### src/rtl/alu_pkg.sv
// alu_pkg: opcodes, FSM state encoding and default operand width for the ALU op sequencer
package alu_pkg;
  localparam int DEF_WIDTH = 8;
  localparam logic [2:0] OP_ADD  = 3'b000;
  localparam logic [2:0] OP_SUB  = 3'b001;
  localparam logic [2:0] OP_MUL  = 3'b010;
  localparam logic [2:0] OP_AND  = 3'b011;
  localparam logic [2:0] OP_OR   = 3'b100;
  localparam logic [2:0] OP_NAND = 3'b101;
  localparam logic [2:0] OP_NOR  = 3'b110;
  localparam logic [2:0] OP_XOR  = 3'b111;
  localparam logic [1:0] IDLE  = 2'd0;
  localparam logic [1:0] DRIVE = 2'd1;
  localparam logic [1:0] RESP  = 2'd2;
endpackage

### src/rtl/alu_op_sequencer.sv
// alu_op_sequencer: drives an external combinational ALU from cmd_*, holds operands SETTLE_CYCLES, returns captured result on rsp_*; ALU side is A/B/select out, result/carry/zflag in; busy and op_count report activity
module alu_op_sequencer
  import alu_pkg::*;
#(
  parameter int WIDTH = DEF_WIDTH,
  parameter int SETTLE_CYCLES = 1,
  parameter int CNT_WIDTH = 16
) (
  input  logic                 clk,
  input  logic                 rst,
  input  logic                 cmd_valid,
  output logic                 cmd_ready,
  input  logic [WIDTH-1:0]     cmd_A,
  input  logic [WIDTH-1:0]     cmd_B,
  input  logic [2:0]           cmd_select,
  input  logic                 cmd_chain,
  output logic [WIDTH-1:0]     A,
  output logic [WIDTH-1:0]     B,
  output logic [2:0]           select,
  input  logic [2*WIDTH-1:0]   result,
  input  logic                 carry,
  input  logic                 zflag,
  output logic                 rsp_valid,
  input  logic                 rsp_ready,
  output logic [2*WIDTH-1:0]   rsp_result,
  output logic                 rsp_carry,
  output logic                 rsp_zflag,
  output logic [2:0]           rsp_select,
  output logic                 busy,
  output logic [CNT_WIDTH-1:0] op_count
);
  logic [1:0] state;
  logic [3:0] cnt;
  logic [WIDTH-1:0] last_result;
  assign cmd_ready = state == IDLE;
  assign busy = state != IDLE;
  always_ff @(posedge clk or posedge rst)
    if (rst) begin
      state <= IDLE;
      cnt <= '0;
      last_result <= '0;
      A <= '0;
      B <= '0;
      select <= '0;
      rsp_valid <= 1'b0;
      rsp_result <= '0;
      rsp_carry <= 1'b0;
      rsp_zflag <= 1'b0;
      rsp_select <= '0;
      op_count <= '0;
    end else if (state == IDLE && cmd_valid) begin
      A <= cmd_chain ? last_result : cmd_A;
      B <= cmd_B;
      select <= cmd_select;
      cnt <= 4'(SETTLE_CYCLES - 1);
      state <= DRIVE;
    end else if (state == DRIVE) begin
      if (cnt == 4'd0) begin
        rsp_result <= result;
        rsp_carry <= carry;
        rsp_zflag <= zflag;
        rsp_select <= select;
        last_result <= result[WIDTH-1:0];
        rsp_valid <= 1'b1;
        state <= RESP;
      end else
        cnt <= cnt - 4'd1;
    end else if (state == RESP && rsp_ready) begin
      rsp_valid <= 1'b0;
      op_count <= op_count + 1'b1;
      state <= IDLE;
    end
endmodule
### config.mk
export PLATFORM = sky130hd
export DESIGN_NAME = alu_op_sequencer
export DESIGN_NICKNAME = d
export VERILOG_FILES = /design/src/rtl/alu_pkg.sv /design/src/rtl/alu_op_sequencer.sv
export SDC_FILE = /design/constraint.sdc
export NUM_CORES = 1
export LEC_CHECK = 0
export CELL_PAD_IN_SITES_DETAIL_PLACEMENT = 1
export CELL_PAD_IN_SITES_GLOBAL_PLACEMENT = 1
export CORE_ASPECT_RATIO = 1.75
export CORE_MARGIN = 5
export CORE_UTILIZATION = 34
export DETAILED_ROUTE_END_ITERATION = 16
export HOLD_SLACK_MARGIN = 0.12
export PLACE_DENSITY_LB_ADDON = 0.15
export SETUP_SLACK_MARGIN = 0.05
export SLEW_MARGIN = 20
export SYNTH_ARGS = -nofsm -noshare
export SYNTH_HDL_FRONTEND = slang
export SYNTH_SLANG_ARGS = --single-unit
export TNS_END_PERCENT = 100
### constraint.sdc
create_clock -name clk -period 2.7 [get_ports clk]
set_clock_uncertainty 0.2 [all_clocks]
set_input_delay 0.54 -clock clk [delete_from_list [all_inputs] [get_ports clk]]
set_output_delay 0.54 -clock clk [all_outputs]
set_load 0.005 [all_outputs]
==> summary.txt <==
Routing
  • Routed wire per std cell: 17.2 um
  • Routed WL: 6.84 mm
  • First-pass detailed-route iteration total: 4
  • Vias: 1947
  • DRC violations left: 0
  • DRT antenna net count: 0
  • Vias per cell: 4.89
  • Drt first-iter violations: 63

Synthesis
  • Compound-Gate Fraction of Synth Area: 0.0207
  • Synth Area in Adders: 0.0141
  • Synth Register Bits: 63
  • Syn_area_per_cell: 13.3 sq um
  • Cells after Synth: 200
  • Post-synthesis simple-gate area fraction: 0.103
  • Synthesized area: 2660 sq um
  • Count of cell types in the netlist: 32
  • Mapped Nets: 245
  • Mux share of post-synthesis cell area: 0.177
  • Number of synthesis warnings: 0
  • Largest cells by area after synthesis: dfrtp_1 (59%), mux2_2 (10%), xnor2_1 (4.9%)
  • Share of the synthesized area in the top cell type: 0.593
  • Seq/Total Area, Yosys: 0.593
  • Cell taking the most area after synthesis: dfrtp_1
  • Xor/xnor cell area share of the yosys netlist: 0.0593
  • Main combinational cell family by area after synthesis: multiplexers

Setup path
  • Worst reg2reg path depth: 5
  • Reg-to-Reg Start: cnt[0]$_DFFE_PP0P_
  • Startpoint Class: flip-flop
  • Crit Path Class: flip-flop to output pin
  • Crit-path max FO: 5
  • Worst setup startpoint: state[1]$_DFFE_PP0P_
  • Critical path capture point type: output pin
  • Worst Path Required: 1.96 ns
  • WP data arrival: 1.57 ns

Clocking
  • Resize count post-CTS: 0
  • Post-CTS Hold Fix Bufs: 0
  • Setup bufs post-CTS: 0
  • Clk sinks: 63
  • Num CTS Buffers: 9
  • CTS tree: done
  • Root buffer cell: clkbuf_16
  • Clk_lat worst skew: 0.33 ns
  • Clock transition at path regs: 0.05 ns
  • H-tree depth: 3
  • Clock Path Buffers: 2

Min path
  • Hold WC Path Type: flip-flop to flip-flop
  • Worst Hold Depth: 1
  • HP Start: op_count[9]$_DFFE_PP0P_

Floorplan
  • Die width: 76.9 um
  • Core ar.: 7620 sq um
  • Core Rows: 42
  • Die Ht: 127 um
  • Die area: 9760 sq um
  • Initial Util: 0.349
  • I/O pin total: 101

Global routing
  • First-pass GRT wire length: 11.1 mm
  • Largest net degree at the start of global routing: 64
  • GRT Residual Overflow: 0
  • Initial antenna violation count: 0
  • Number of global-route vias before repair: 2196
  • Total GRT Usage: 0.145

Status
  • Outcome: finished clean

STA
  • Setup-failing EPs final: 0
  • Setup TNS: 0 ns
  • Clock period minus worst slack: 2.31 ns
  • Slew headroom: 0.650
  • RSZ-0062 raised after global routing: no
  • Hold Fails Final Rpt: 0
  • Ratio of final minimum period to clock period: 0.855
  • Final Max Slew Viols: 0
  • Worst slew pin tran: 0.523 ns
  • Max Fclk: 433 MHz

Run
  • Max-cap viol count: 0

Layout
  • Post-Layout Inst Area: 4050 sq um
  • Post-layout nets: 350
  • Layout cell share with drive strength beyond 1: 0.174
  • Number of diodes: 0
  • Area growth, synth to finish: 52.3%

Place
  • DP Area: 3720 sq um
  • Port Buffer Count: 100
  • Detailed Place HPWL: 4.95 mm
  • Placer Congestion: 0.722

Power and ir drop
  • Peak VDD IR: 588 uV
  • Leakage Power: 0.00174 uW
  • Power Dens Cells: 1110 nW/um^2
==> worst max-delay path: stages, from the launching register on <==
cell and delay (ns):
dfrtp_1 0.41, or2_4 0.28, inv_2 0.06, clkdlybuf4s50_1 0.50
==> logic make-up (layout without fill, tap and decap cells) <==
| group | count (synthesis) | after routing |
|---|---|---|
| AO/OA/AOI/OAI | 10 | 10 |
| XOR/XNOR | 18 | 18 |
| adder cells (fa/ha/maj) | 3 | 3 |
| buffers and inverters | 12 | 122 |
| flip-flops | 63 | 63 |
| multiplexers | 40 | 40 |
| AND/OR/NAND/NOR | 54 | 54 |
==> cells in the final DEF (no fill, tap or decap), types with 2 or more instances in the layout <==
| master | instances |
|---|---|
| clkbuf_1 | 2 |
| nand3_1 | 9 |
| mux2_4 | 8 |
| nand4_1 | 4 |
| clkbuf_16 | 9 |
| mux2_2 | 24 |
| inv_1 | 2 |
| bufinv_16 | 2 |
| mux2i_1 | 8 |
| dfrtp_1 | 63 |
| ha_1 | 3 |
| inv_2 | 2 |
| clkdlybuf4s50_1 | 100 |
| clkbuf_8 | 2 |
| nor2_1 | 15 |
| a21oi_1 | 8 |
| nor3_1 | 2 |
| nand2_1 | 13 |
| and2_1 | 2 |
| xor2_1 | 3 |
| xnor2_1 | 15 |
==> final cells by class <==
class | instances | area (sq um)
Sequential cell | 63 | 1580
Clock inverter | 3 | 65.1
Timing Repair Buffer | 102 | 1030
Inverter | 4 | 15.0
Tap cell | 88 | 110
Multi-Input combinational cell | 125 | 995
Fill cell | 789 | 3570
Clock buffer | 13 | 260
==> report_power, final <==
group,internal (uW),switching [uW]
combinational,1080,554
sequential,1330,265
clock,857,400
==> per-stage QoR <==
step / hold WS (ns) / util / power [uW] / setup WS, ns / std cells
after floorplan: 0.268 / - / 2340 / 0.390 / 200
after global placement: 0.279 / 0.489 / 3250 / 0.467 / 382
after detailed placement: 0.292 / 0.489 / 3280 / 0.418 / 382
after CTS: 0.305 / 0.532 / 4580 / 0.371 / 398
after global routing: 0.323 / 0.532 / 4780 / 0.329 / 398
final: 0.297 / 0.532 / 4490 / 0.391 / 398
==> registers in the layout, indices dropped and copies added, names as in the netlist <==
signal,count
op_count,16
rsp_result,16
A,8
B,8
cnt,4
rsp_select,3
select,3
state,2
rsp_carry,1
rsp_valid,1
rsp_zflag,1
==> cell usage after synthesis <==
cell      instances
nand2_1          13
and3_1            1
mux2i_1           8
buf_4             3
or2_4             1
nand3_1           9
a21o_1            1
nand4_1           4
and2_1            2
and3b_1           1
and4_1            1
and2_4            1
xor2_1            3
nand3_2           1
mux2_2           24
xnor2_1          15
mux2_4            8
nor2_1           15
a211oi_1          1
buf_1             1
or3b_1            1
inv_2             1
dfrtp_1          63
inv_1             3
buf_2             1
ha_1              3
and2b_2           1
nor3_1            2
buf_6             2
nand3b_1          1
a21oi_1           8
buf_12            1
==> per-layer routing <==
layer	wire length, um	vias up	global-route usage	share of wire
met3	622	10	0.0592	0.091
met1	2500	965	0.150	0.36
met4	124	0	0.0680	0.018
li1	-	893	-	-
met2	3600	79	0.251	0.53
met5	0	-	0	0
==> path summary, 6_finish.rpt <==
kind | slack [ns] | end
worst max-delay path | 0.39 | cmd_ready
worst min-delay path | 0.30 | op_count[9]$_DFFE_PP0P_
worst max register to register | 0.82 | rsp_result[12]$_DFFE_PP0P_
worst min register to register | 0.30 | op_count[9]$_DFFE_PP0P_
max in group asynchronous | 1.62 | op_count[4]$_DFFE_PP0P_
min in group asynchronous | 0.41 | rsp_result[10]$_DFFE_PP0P_
Power figures use the tool's default switching activity.
